$ cat config.mk
export PLATFORM = sky130hd
export DESIGN_NAME = mem_scan_seq
export DESIGN_NICKNAME = d
export VERILOG_FILES = /design/src/rtl/mem_scan_seq.sv
export SDC_FILE = /design/constraint.sdc
export NUM_CORES = 1
export LEC_CHECK = 0
export ABC_AREA = 1
export CORE_AREA = 2 2 148 295
export CTS_CLUSTER_DIAMETER = 60
export DETAILED_ROUTE_END_ITERATION = 8
export DIE_AREA = 0 0 150 297
export SLEW_MARGIN = 15
export SYNTH_ARGS = -nofsm -noshare
export SYNTH_HDL_FRONTEND = slang
export SYNTH_SLANG_ARGS = --single-unit
$ cat constraint.sdc
create_clock -name CLK -period 6.8 [get_ports CLK]
set_input_delay 0.68 -clock CLK [delete_from_list [all_inputs] [get_ports CLK]]
set_output_delay 0.68 -clock CLK [all_outputs]
set_load 0.02 [all_outputs]
$ cat src/rtl/mem_scan_seq.sv
`default_nettype none
// ============================================================================
// Module   : mem_scan_seq
// Purpose  : Block sequencer for the scan-side SRAM access path. Runs FILL
//            (write), DUMP (read out) and CHECK (read and compare) over a
//            contiguous, wrapping address range. Each word is presented on
//            scan_addr/scan_d/scan_wen_n and launched with one toggle of
//            mem_trigger into the mem scan mux.
// Ports    : CLK, mem_seq_reset_n      clock, synchronous active-low reset
//            start/cmd/base_addr/count/pattern/pat_inc/abort   command side
//            scan_q                    captured read data from the scan mux
//            mem_use_scan/scan_mem_sel/mem_trigger/scan_addr/scan_d/
//            scan_wen_n/scan_cen_n     drive into the mem scan mux
//            busy/done/aborted         command status
//            rd_valid/rd_data/rd_addr  read-out stream (DUMP and CHECK)
//            err/err_count/first_err_addr   CHECK results
// Revision : 1.0  initial release
// ============================================================================
module mem_scan_seq #(
    parameter int addrbits = 16,
    parameter int dqbits   = 32,
    parameter int SETTLE   = 7
) (
    input  logic                CLK,
    input  logic                mem_seq_reset_n,
    input  logic                start,
    input  logic [1:0]          cmd,
    input  logic [addrbits-1:0] base_addr,
    input  logic [addrbits-1:0] count,
    input  logic [dqbits-1:0]   pattern,
    input  logic                pat_inc,
    input  logic                abort,
    input  logic [dqbits-1:0]   scan_q,
    output logic                mem_use_scan,
    output logic                scan_mem_sel,
    output logic                mem_trigger,
    output logic [addrbits-1:0] scan_addr,
    output logic [dqbits-1:0]   scan_d,
    output logic                scan_wen_n,
    output logic                scan_cen_n,
    output logic                busy,
    output logic                done,
    output logic                aborted,
    output logic                rd_valid,
    output logic [dqbits-1:0]   rd_data,
    output logic [addrbits-1:0] rd_addr,
    output logic                err,
    output logic [addrbits-1:0] err_count,
    output logic [addrbits-1:0] first_err_addr
);

    localparam logic [1:0] c_CMD_FILL  = 2'b00;
    localparam logic [1:0] c_CMD_CHECK = 2'b10;
    localparam logic [1:0] c_CMD_RSVD  = 2'b11;

    localparam logic [2:0] c_ST_IDLE  = 3'd0;
    localparam logic [2:0] c_ST_SETUP = 3'd1;
    localparam logic [2:0] c_ST_TRIG  = 3'd2;
    localparam logic [2:0] c_ST_WAIT  = 3'd3;
    localparam logic [2:0] c_ST_NEXT  = 3'd4;
    localparam logic [2:0] c_ST_DONE  = 3'd5;

    localparam int c_WW = (SETTLE > 1) ? $clog2(SETTLE) : 1;

    logic [2:0]          r_state;
    logic [1:0]          r_cmd;
    logic [dqbits-1:0]   r_pattern;
    logic                r_pat_inc;
    logic [addrbits-1:0] r_remaining;
    logic [addrbits-1:0] r_index;
    logic [c_WW-1:0]     r_wait;
    logic                r_abort_pend;
    logic                r_end_abort;

    logic [addrbits-1:0] w_next_idx;
    logic [dqbits-1:0]   w_next_data;
    logic                w_abort;

    assign w_next_idx  = r_index + 1'b1;
    assign w_next_data = r_pattern + (r_pat_inc ? dqbits'(w_next_idx) : '0);
    // An abort arriving in the NEXT cycle itself still stops the sequence.
    assign w_abort     = r_abort_pend | abort;

    always_ff @(posedge CLK) begin
        if (!mem_seq_reset_n) begin
            r_state        <= c_ST_IDLE;
            r_cmd          <= '0;
            r_pattern      <= '0;
            r_pat_inc      <= 1'b0;
            r_remaining    <= '0;
            r_index        <= '0;
            r_wait         <= '0;
            r_abort_pend   <= 1'b0;
            r_end_abort    <= 1'b0;
            mem_use_scan   <= 1'b0;
            scan_mem_sel   <= 1'b0;  // drops with mem_trigger so its forced edge is ignored
            mem_trigger    <= 1'b0;
            scan_addr      <= '0;
            scan_d         <= '0;
            scan_wen_n     <= 1'b1;
            scan_cen_n     <= 1'b1;
            busy           <= 1'b0;
            done           <= 1'b0;
            aborted        <= 1'b0;
            rd_valid       <= 1'b0;
            rd_data        <= '0;
            rd_addr        <= '0;
            err            <= 1'b0;
            err_count      <= '0;
            first_err_addr <= '0;
        end else begin
            done     <= 1'b0;
            rd_valid <= 1'b0;

            if (r_state != c_ST_IDLE && abort) begin
                r_abort_pend <= 1'b1;
            end

            case (r_state)
                c_ST_IDLE: begin
                    if (start && cmd != c_CMD_RSVD) begin
                        r_cmd          <= cmd;
                        r_pattern      <= pattern;
                        r_pat_inc      <= pat_inc;
                        r_remaining    <= count;
                        r_index        <= '0;
                        r_abort_pend   <= 1'b0;  // start beats a coincident abort
                        r_end_abort    <= 1'b0;
                        busy           <= 1'b1;
                        mem_use_scan   <= 1'b1;
                        scan_mem_sel   <= 1'b1;
                        scan_cen_n     <= 1'b0;
                        aborted        <= 1'b0;
                        err            <= 1'b0;
                        err_count      <= '0;
                        first_err_addr <= '0;
                        if (count == '0) begin
                            r_state <= c_ST_DONE;
                        end else begin
                            scan_addr  <= base_addr;
                            scan_d     <= pattern;
                            scan_wen_n <= (cmd != c_CMD_FILL);
                            r_state    <= c_ST_SETUP;
                        end
                    end
                end

                c_ST_SETUP: begin
                    r_state <= c_ST_TRIG;
                end

                c_ST_TRIG: begin
                    mem_trigger <= ~mem_trigger;
                    r_wait      <= c_WW'(SETTLE - 1);
                    r_state     <= c_ST_WAIT;
                end

                c_ST_WAIT: begin
                    if (r_wait == '0) begin
                        if (r_cmd != c_CMD_FILL) begin
                            rd_valid <= 1'b1;
                            rd_data  <= scan_q;
                            rd_addr  <= scan_addr;
                            // scan_d already holds the expected word for this address
                            if (r_cmd == c_CMD_CHECK && scan_q != scan_d) begin
                                err <= 1'b1;
                                if (err_count != '1) begin
                                    err_count <= err_count + 1'b1;
                                end
                                if (!err) begin
                                    first_err_addr <= scan_addr;
                                end
                            end
                        end
                        r_state <= c_ST_NEXT;
                    end else begin
                        r_wait <= r_wait - 1'b1;
                    end
                end

                c_ST_NEXT: begin
                    if (r_remaining == addrbits'(1) || w_abort) begin
                        r_end_abort <= (r_remaining != addrbits'(1));
                        r_state     <= c_ST_DONE;
                    end else begin
                        scan_addr   <= scan_addr + 1'b1;
                        scan_d      <= w_next_data;
                        r_index     <= w_next_idx;
                        r_remaining <= r_remaining - 1'b1;
                        r_state     <= c_ST_SETUP;
                    end
                end

                c_ST_DONE: begin
                    done         <= 1'b1;
                    aborted      <= r_end_abort;
                    busy         <= 1'b0;
                    mem_use_scan <= 1'b0;
                    scan_mem_sel <= 1'b0;
                    scan_cen_n   <= 1'b1;
                    scan_wen_n   <= 1'b1;
                    r_abort_pend <= 1'b0;
                    r_state      <= c_ST_IDLE;
                end

                default: begin
                    r_state <= c_ST_IDLE;
                end
            endcase
        end
    end

endmodule
`default_nettype wire

# ---- After elaboration in Yosys (flattened, before gate mapping)
# Cells that the tools add are included.
dict set report classes {
  n_addsub 6
  eq_ne 21
  mux 51
  n_bitwise 2
  n_reduce_logical 27
}
# op count
set ops {}
lappend ops {{16-bit 2-to-1 mux} 16}
lappend ops {{16-bit one-hot mux with 2 select lines} 5}
lappend ops {{32-bit 2-to-1 mux} 3}
lappend ops {{32-bit one-hot mux with 2 select lines} 1}
lappend ops {{16-bit by 1-bit adder with 16-bit output, second input constant} 3}
lappend ops {{32-bit by 16-bit adder with 32-bit output} 1}
lappend ops {{32-bit != test} 1}
lappend ops {{2-bit != test, second input constant} 11}
lappend ops {{16-bit by 1-bit == test with 1-bit output, second input constant} 1}
lappend ops {{16-bit zero test} 1}
lappend ops {{16-bit by 1-bit != test with 1-bit output, second input constant} 1}
lappend ops {{16-bit != test, second input constant} 1}
lappend ops {{16-bit by 1-bit subtractor with 16-bit output, second input constant} 1}
lappend ops {{3-bit 2-to-1 mux} 5}
lappend ops {{3-bit one-hot mux with 5 select lines} 1}
lappend ops {{3-bit AND reduction} 5}
lappend ops {{1-bit one-hot mux with 2 select lines} 7}
lappend ops {{1-bit 2-to-1 mux} 12}
lappend ops {{6-bit AND reduction} 2}
lappend ops {{2-bit nonzero test} 6}
lappend ops {{2-bit AND reduction} 4}
lappend ops {{3-bit by 2-bit == test with 1-bit output, second input constant} 2}
lappend ops {{3-bit == test, second input constant} 2}
lappend ops {{3-bit zero test} 2}
lappend ops {{11 further kinds} 13}
dict set report word_totals {
  regBits 211
  elab_cells 130
}

# ---- Longest topological paths before layout
# Gate-level depths: netlist (run 1).
dict set report depth {
  word_depth 6
  ltp_mapped 22
}

# ---- Least setup slack after synthesis (run 1)
# OpenSTA, ideal clock, no wires.
dict set report synth_timing {
  path_type {reg-to-reg}
  from {register r_index[0]}
  to {register scan_d[29]}
  setup_ps 132
  arrival_ps 2537
  required_ps 6668
  setup_slack_ps 4131
  path_stages_with_launch 18
  path_buffers 0
  synth_period_minus_slack_ps 2669
  path_cell_list {dfxtp_1 > ha_1 > nand3_1 > nor2_1 > nand2_1 > nor4_1 > xor2_1 > inv_1 > nor2_1 > ha_1 > a21oi_1 > o21ai_0 > nand2_1 > or2_2 > nand3_1 > nand3_1 > nand2_1 > a21oi_1}
}
dict set report synth_via {
  elab_chain_len 5
}
# element line
set synth_rtl {}
lappend synth_rtl {{from (decl)} 70} ;# logic [addrbits-1:0] r_index;
lappend synth_rtl {{from (signal assigned)} 188} ;# r_index <= w_next_idx;
lappend synth_rtl {{16-bit by 1-bit adder with 16-bit output} 79} ;# assign w_next_idx = r_index + 1'b1;
lappend synth_rtl {{16-bit 2-to-1 mux} 80} ;# assign w_next_data = r_pattern + (r_pat_inc ? dqbits'(w_next_idx) : '0);
lappend synth_rtl {{32-bit by 16-bit adder with 32-bit output} 80}
lappend synth_rtl {{32-bit 2-to-1 mux} 182} ;# if (r_remaining == addrbits'(1) || w_abort) begin
lappend synth_rtl {{32-bit one-hot mux with 2 select lines} 119} ;# case (r_state)
lappend synth_rtl {{to (signal assigned)} 141} ;# scan_d <= pattern;
lappend synth_rtl {{to (signal assigned)} 187} ;# scan_d <= w_next_data;
lappend synth_rtl {{to (decl)} 38} ;# output logic [dqbits-1:0] scan_d,
# Every way passes these cells. The select of a mux whose other input is x is not followed.
# A chain may end at the register's enable or synchronous reset.

# ---- Worst setup path after layout (run 1)
# Ends and elaborated chain as after synthesis.

==> results.yml, run 1 <==
run_status:
  outcome: "complete, no violations"
clock_tree:
  cts_tree: "done"
  insertion_delay_ns: 0.53
  post_cts_buffers: 0
  cts_buffers: 23
  cts_resized: 0
  hold_buffers: 0
  clockBufferDepth: 3
  cts-root-buf: "clkbuf_16"
  htree_levels: 1
  clock_sink_count: 211
  path_clk_slew_ns: 0.06
timing:
  fin_crit_ns: 3.239
  worst_pin_slew_ns: 0.9762
  fmax_mhz: 308.7
  rsz0062_at_grt: "no"
  hold_viol: 0
  drv_slew: 0
  slew_headroom_pct: 34.92
  finalClockSkew_ns: 0.01634
  fin_tns_setup_ns: 0
  setup_viol: 0
  finalCritPeriodShare_pct: 47.64
drt:
  wl_mm: 42.65
  first_pass_iters: 6
  vias: 12180
  wl_per_cell_um: 16.92
  first_iter_violations: 738
  ant_nets: 0
  drc: 0
  avgViaCountPerCell: 4.834
logic_synthesis:
  synth_edf_count: 0
  synth_seq_cells: 211
  ys.flop_type: "dfxtp_1"
  syn_inst: 1766
  ys_top_cells_by_area: "dfxtp_1, nand2_1, nor2_1, o21ai_0, a21oi_1"
  ys_seq_area_share_pct: 36.06
  synth.most_common_cell: "nand2_1"
  synth_top_area_share_pct: 36.06
  syn_nets: 1893
  syn_area_um2: 11710
  syn_area_per_cell_um2: 6.632
  yosysWarnings: 0
  async_reset_ff_share_pct: 0
  synth_top_cell_by_area: "dfxtp_1"
  synthDistinctLibCells: 47
  synthTopCellsByCount: "nand2_1, nor2_1, dfxtp_1, o21ai_0, inv_1"
power_and_ir_drop:
  switching_share_pct: 34.84
  leakagePower_nw: 5.943
  p_switching_mw: 1.364
  seqPwrFrac_pct: 39.1
  peakVddDrop_v: 0.0001803
  p_int_mw: 2.550
  powerDensity_nw_per_um2: 257.0
  p_clk_share_pct: 32.9
  combPwrFrac_pct: 28.0
finish:
  multiInputGateArea_um2: 6565
  drive_gt1_share_pct: 5.063
  area_growth_pct: 30.04
  seqCellArea_um2: 4224
  finalInstanceArea_um2: 15230
  finalNetCount: 2086
  fillers: 4666
  diodes: 0
  finalNonFillerCells: 2520
grt:
  grt_max_degree: 85
  grt_pass1_vias: 11400
  grtUsageTotal_pct: 18.52
  antenna_found_initial: 5
  gr-total-overflow: 0
  grt_pass1_wl_mm: 65.12
setup_path:
  rrSetupSlack_ns: 3.56
  crit_end: "scan_d[29]$_SDFFE_PN0P_"
  worstPathRequired_ns: 7.19
  crit_start: "r_index[0]$_SDFFE_PN0P_"
  cpPeakStageDelay_ns: 0.36
  timing.rr.end: "scan_d[29]$_SDFFE_PN0P_"
  reg2reg_from: "r_index[0]$_SDFFE_PN0P_"
  cpMaxStageDelayCell: "dfxtp_1"
  crit_fanout: 4
  rr_worst_depth: 17
  path_cells: "ha_1 -> nand3_1 -> nor2_1 -> nand2_1 -> nor4_1 -> xor2_1 -> inv_1 -> nor2_1 -> ha_1 -> a21oi_1 -> o21ai_0 -> nand2_1 -> or2_2 -> nand3_1 -> nand3_1 -> nand2_1 -> a21oi_1"
  cp.arrival_ns: 3.63
  crit_type: "reg2reg"
  start_kind: "register"
  cp-end-kind: "register"
die:
  fp-row-count: 107
  die-area_um2: 44550
  fp.dieW_um: 150
  die_y_um: 297
  start_util_pct: 27.69
  core_area_um2: 42310
  ioPinCount: 241
placement:
  dpl.hpwl_mm: 31.02
  io_buffers: 240
  gp_congestion: 0.9073
  placed_area_um2: 14490
  place_inst: 2479
hold_path:
  hold_class: "reg2reg"
run:
  maxCapViolCount: 0
==> registers in the layout, summed over array words and instances, names as in the netlist, 2 cells and up <==
| signal | flops |
|---|---|
| r_index | 16 |
| err_count | 16 |
| rd_addr | 16 |
| scan_addr | 16 |
| r_pattern | 32 |
| r_remaining | 16 |
| scan_d | 32 |
| rd_data | 32 |
| first_err_addr | 16 |
| r_cmd | 2 |
| r_state | 3 |
| r_wait | 3 |
==> power by group through the flow <==
stage               Combinational (mW)  Sequential (mW)  Clock [mW]
global route                      1.21             1.55        1.36
finish                            1.10             1.53        1.29
global placement                  1.10             1.55           0
detailed placement                1.10             1.55           0
floorplan                        0.601             1.60           0
CTS                               1.11             1.53        1.31
==> cells in the final DEF (no fill, tap or decap), types with 3 or more instances in the layout <==
cell / n
nand2_1: 384
nor2_1: 315
clkdlybuf4s50_1: 239
dfxtp_1: 211
o21ai_0: 157
inv_1: 137
a21oi_1: 113
nand3_1: 110
xnor2_1: 44
xor2_1: 31
ha_1: 23
clkbuf_16: 23
nor3_1: 22
nand3b_1: 17
nand4_1: 13
nand2_2: 11
a211oi_1: 10
o21ai_1: 10
a21oi_2: 10
buf_4: 10
or2_2: 9
inv_2: 9
clkbuf_1: 8
nor4_1: 6
a31oi_1: 6
nor2_2: 5
o211ai_1: 4
a21boi_0: 4
clkbuf_8: 4
nand2_4: 3
nand3_4: 3
clkinv_2: 3
==> how the worst min path moves through the flow <==
stage                                 startpoint                endpoint  depth (start not counted)  slack [ns]
after floorplan           r_wait[0]$_SDFFE_PN0P_  r_wait[0]$_SDFFE_PN0P_                          1        0.41
after global routing      r_wait[0]$_SDFFE_PN0P_  r_wait[0]$_SDFFE_PN0P_                          1        0.44
after detailed placement  r_wait[0]$_SDFFE_PN0P_  r_wait[0]$_SDFFE_PN0P_                          1        0.42
after CTS                 r_wait[0]$_SDFFE_PN0P_  r_wait[0]$_SDFFE_PN0P_                          1        0.43
final                     r_wait[0]$_SDFFE_PN0P_  r_wait[0]$_SDFFE_PN0P_                          1        0.42
after global placement    r_wait[0]$_SDFFE_PN0P_  r_wait[0]$_SDFFE_PN0P_                          1        0.42
==> layer usage <==
metal	track usage [%]	vias to the layer above	share of wire, %
met5	0	-	0.15
met4	5.346	10	3.0
met3	4.954	75	9.3
met2	29.44	438	44
met1	24.49	5555	44
li1	-	6103	-
==> critical path: cells and delay by family (launching register included) <==
kind | cells | cell delay [ns]
AOI/OAI and AO/OA | 3 | 0.48
buffers and inverters | 1 | 0.05
and+or+nand+nor | 10 | 1.55
DFF | 1 | 0.36
xor gates and xnor gates | 1 | 0.22
adders and majority gates | 2 | 0.44
==> cells by family (layout without fill, tap and decap cells) <==
kind of cell	after synthesis	count (layout)	share of synthesized area, %
AND/OR/NAND/NOR	908	908	33.01
AO/OA/AOI/OAI	321	321	14.78
buffers and inverters	227	436	7.905
flip-flops	211	211	36.06
XOR/XNOR	75	75	5.608
adder cells (fa/ha/maj)	24	24	2.628
==> area by class of cell <==
cell class / count / area share, %
multi-input combinational: 1328 / 43.10
sequential: 211 / 27.73
timing repair buffer: 249 / 16.20
tap: 545 / 4.477
clock buffer: 35 / 4.337
inverter: 146 / 3.598
clock inverter: 6 / 0.5504
==> per-stage QoR <==
step	util, %	hold WS [ns]	power (mW)	setup WS, ns
2_1_floorplan	-	0.4069	2.202	4.131
3_3_place_gp	34.24	0.4171	2.649	3.545
3_5_place_dp	34.24	0.4203	2.652	3.509
4_1_cts	36.00	0.4283	3.948	3.588
5_1_grt	36.00	0.4396	4.113	3.256
6_report	36.00	0.4244	3.914	3.561
No activity file was read; power rests on OpenSTA's default activity.
==> run 2: changes to the inputs <==
==> constraint.sdc (replaced) <==
create_clock -name CLK -period 3.4 [get_ports CLK]
set_input_delay 0.34 -clock CLK [delete_from_list [all_inputs] [get_ports CLK]]
set_output_delay 0.34 -clock CLK [all_outputs]
set_load 0.02 [all_outputs]
==> run 2 against run 1 <==
Against the previous run: critical path depth is 2 lower; flip-flop and latch count stayed put; cell count is 0.24% higher; clock-buffer cell count is 1 lower; global-route usage is 0.12 points lower; clock power is 110% higher; non-clock buffer count is 3 higher; worst setup slack worse by 3.3 ns; register-to-register slack worse by 3.3 ns; total power is 100% higher; combinational power is 100% higher; clock skew is 0.0016 ns lower; critical endpoint is now scan_d[25]$_SDFFE_PN0P_; largest cell class unchanged.
==> results.yml, run 2 (same netlist as run 1, synthesis figures left out) <==
setup_path:
  reg2reg_from: "r_index[7]$_SDFFE_PN0P_"
  crit_fanout: 6
  cp.arrival_ns: 3.56
  rrSetupSlack_ns: 0.24
  worstPathRequired_ns: 3.80
  rr_worst_depth: 15
  start_kind: "register"
  crit_type: "reg2reg"
  cp-end-kind: "register"
  timing.rr.end: "scan_d[25]$_SDFFE_PN0P_"
run:
  maxCapViolCount: 0
clock_tree:
  insertion_delay_ns: 0.54
  cts-root-buf: "clkbuf_16"
  htree_levels: 1
  path_clk_slew_ns: 0.07
  clockBufferDepth: 3
  cts_buffers: 24
  post_cts_buffers: 0
  clock_sink_count: 211
  cts_tree: "done"
timing:
  fin_tns_setup_ns: 0
  slew_headroom_pct: 26.39
  setup_viol: 0
  fin_crit_ns: 3.163
  drv_slew: 0
  fin_ws_ns: 0.2366
  hold_viol: 0
  fmax_mhz: 316.1
  finalCritPeriodShare_pct: 93.04
  finalClockSkew_ns: 0.01475
  rsz0062_at_grt: "no"
  worst_pin_slew_ns: 1.102
grt:
  gr-total-overflow: 0
  grt_pass1_wl_mm: 65.49
  antenna_found_initial: 5
  grtUsageTotal_pct: 18.40
  grt_max_degree: 92
  grt_pass1_vias: 11490
run_status:
  outcome: "complete, no violations"
drt:
  avgViaCountPerCell: 4.793
  wl_mm: 41.96
  drc: 0
  first_pass_iters: 5
  ant_nets: 0
  wl_per_cell_um: 16.61
  first_iter_violations: 667
  vias: 12110
hold_path:
  hold_path_end: "rd_valid$_SDFF_PN0_"
  min_path_cells: 3
  min_from: "mem_seq_reset_n"
  hold_class: "in2reg"
power_and_ir_drop:
  peakVddDrop_v: 0.0004499
  powerDensity_nw_per_um2: 518.4
  leakagePower_nw: 6.006
placement:
  gp_congestion: 0.8929
  dpl.hpwl_mm: 30.57
  dpl_worst_slack_ns: 0.2969
  io_buffers: 240
finish:
  final_cell_mix: "nand2_1, nor2_1, clkdlybuf4s50_1"
  seqCellArea_um2: 4224
  largest_registers: "r_pattern: 32 flops, rd_data: 32 flops, scan_d: 32 flops"
  multiInputGateArea_um2: 6590
  finalNetCount: 2090
  layout_commonest_cell: "nand2_1"
  area_growth_pct: 31.22
  drive_gt1_share_pct: 5.657
  fillers: 4604
die:
  fp.dieW_um: 150
  fp-row-count: 107
  start_util_pct: 27.69
  die_y_um: 297
  die-area_um2: 44550
  ioPinCount: 241
  core_area_um2: 42310
==> run 2: worst max-delay path by stage <==
stage                                         end               startpoint  slack (ns)  cells past startpoint
final                     scan_d[25]$_SDFFE_PN0P_  r_index[7]$_SDFFE_PN0P_        0.24                     15
after global placement    scan_d[29]$_SDFFE_PN0P_  r_index[0]$_SDFFE_PN0P_        0.38                     17
after detailed placement  scan_d[29]$_SDFFE_PN0P_  r_index[0]$_SDFFE_PN0P_        0.30                     17
after CTS                 scan_d[29]$_SDFFE_PN0P_  r_index[0]$_SDFFE_PN0P_        0.29                     17
after floorplan           scan_d[29]$_SDFFE_PN0P_  r_index[0]$_SDFFE_PN0P_        0.73                     17
after global routing      scan_d[25]$_SDFFE_PN0P_  r_index[5]$_SDFFE_PN0P_      0.0006                     15
==> run 2: per-stage QoR <==
| step | utilization [%] | hold WS (ns) | power, mW | std cells | cell area [um^2] |
|---|---|---|---|---|---|
| after CTS | 36.27 | 0.1150 | 8.081 | 2525 | 15340 |
| after detailed placement | 34.35 | 0.4255 | 5.297 | 2482 | 14530 |
| final | 36.33 | 0.1396 | 7.968 | 2526 | 15370 |
| after global placement | 34.35 | 0.4166 | 5.289 | 2482 | 14530 |
| after floorplan | - | 0.4069 | 4.405 | 1766 | 11710 |
| after global routing | 36.32 | 0.1508 | 8.413 | 2525 | 15370 |
==> run 2: repair_timing <==
action                     CTS  global route
gates resized for setup      0             5
setup endpoints to repair    0            12
hold buffers                 0             0
==> run 2: per-layer routing <==
layer | vias up | part of all wire (%) | global-route usage, %
li1 | 6098 | - | -
met3 | 68 | 8.4 | 4.954
met4 | 10 | 2.3 | 4.582
met2 | 446 | 45 | 29.55
met5 | - | 0.16 | 0
met1 | 5485 | 44 | 24.35
==> run 2: cell type report <==
cell class | count | area share (%)
tap | 545 | 4.437
sequential | 211 | 27.48
timing repair buffer | 252 | 16.36
clock buffer | 34 | 4.551
multi-input combinational | 1328 | 42.88
inverter | 146 | 3.566
antenna | 1 | 0.01628
clock inverter | 9 | 0.7082
==> run 2: worst max-delay path, cell delays in order, from the launching register on <==
cell and delay [ns]:
dfxtp_1 0.44, nand2_1 0.15, nor4_1 0.29, nand4_1 0.17, or2_2 0.32, nand2_1 0.06
nor2_1 0.04, ha_1 0.39, nand2_1 0.14, nor2_1 0.22, a21boi_0 0.31, o21ai_0 0.17
nand3_1 0.12, nand3_1 0.08, nand2_1 0.07, a21oi_1 0.05
==> run 2: where the power goes <==
part	leakage [nW]	total (mW)	internal, mW	switching, mW
Sequential	1.72	3.04	2.76	0.281
Clock	0.398	2.73	1.59	1.14
Combinational	3.89	2.20	0.863	1.34
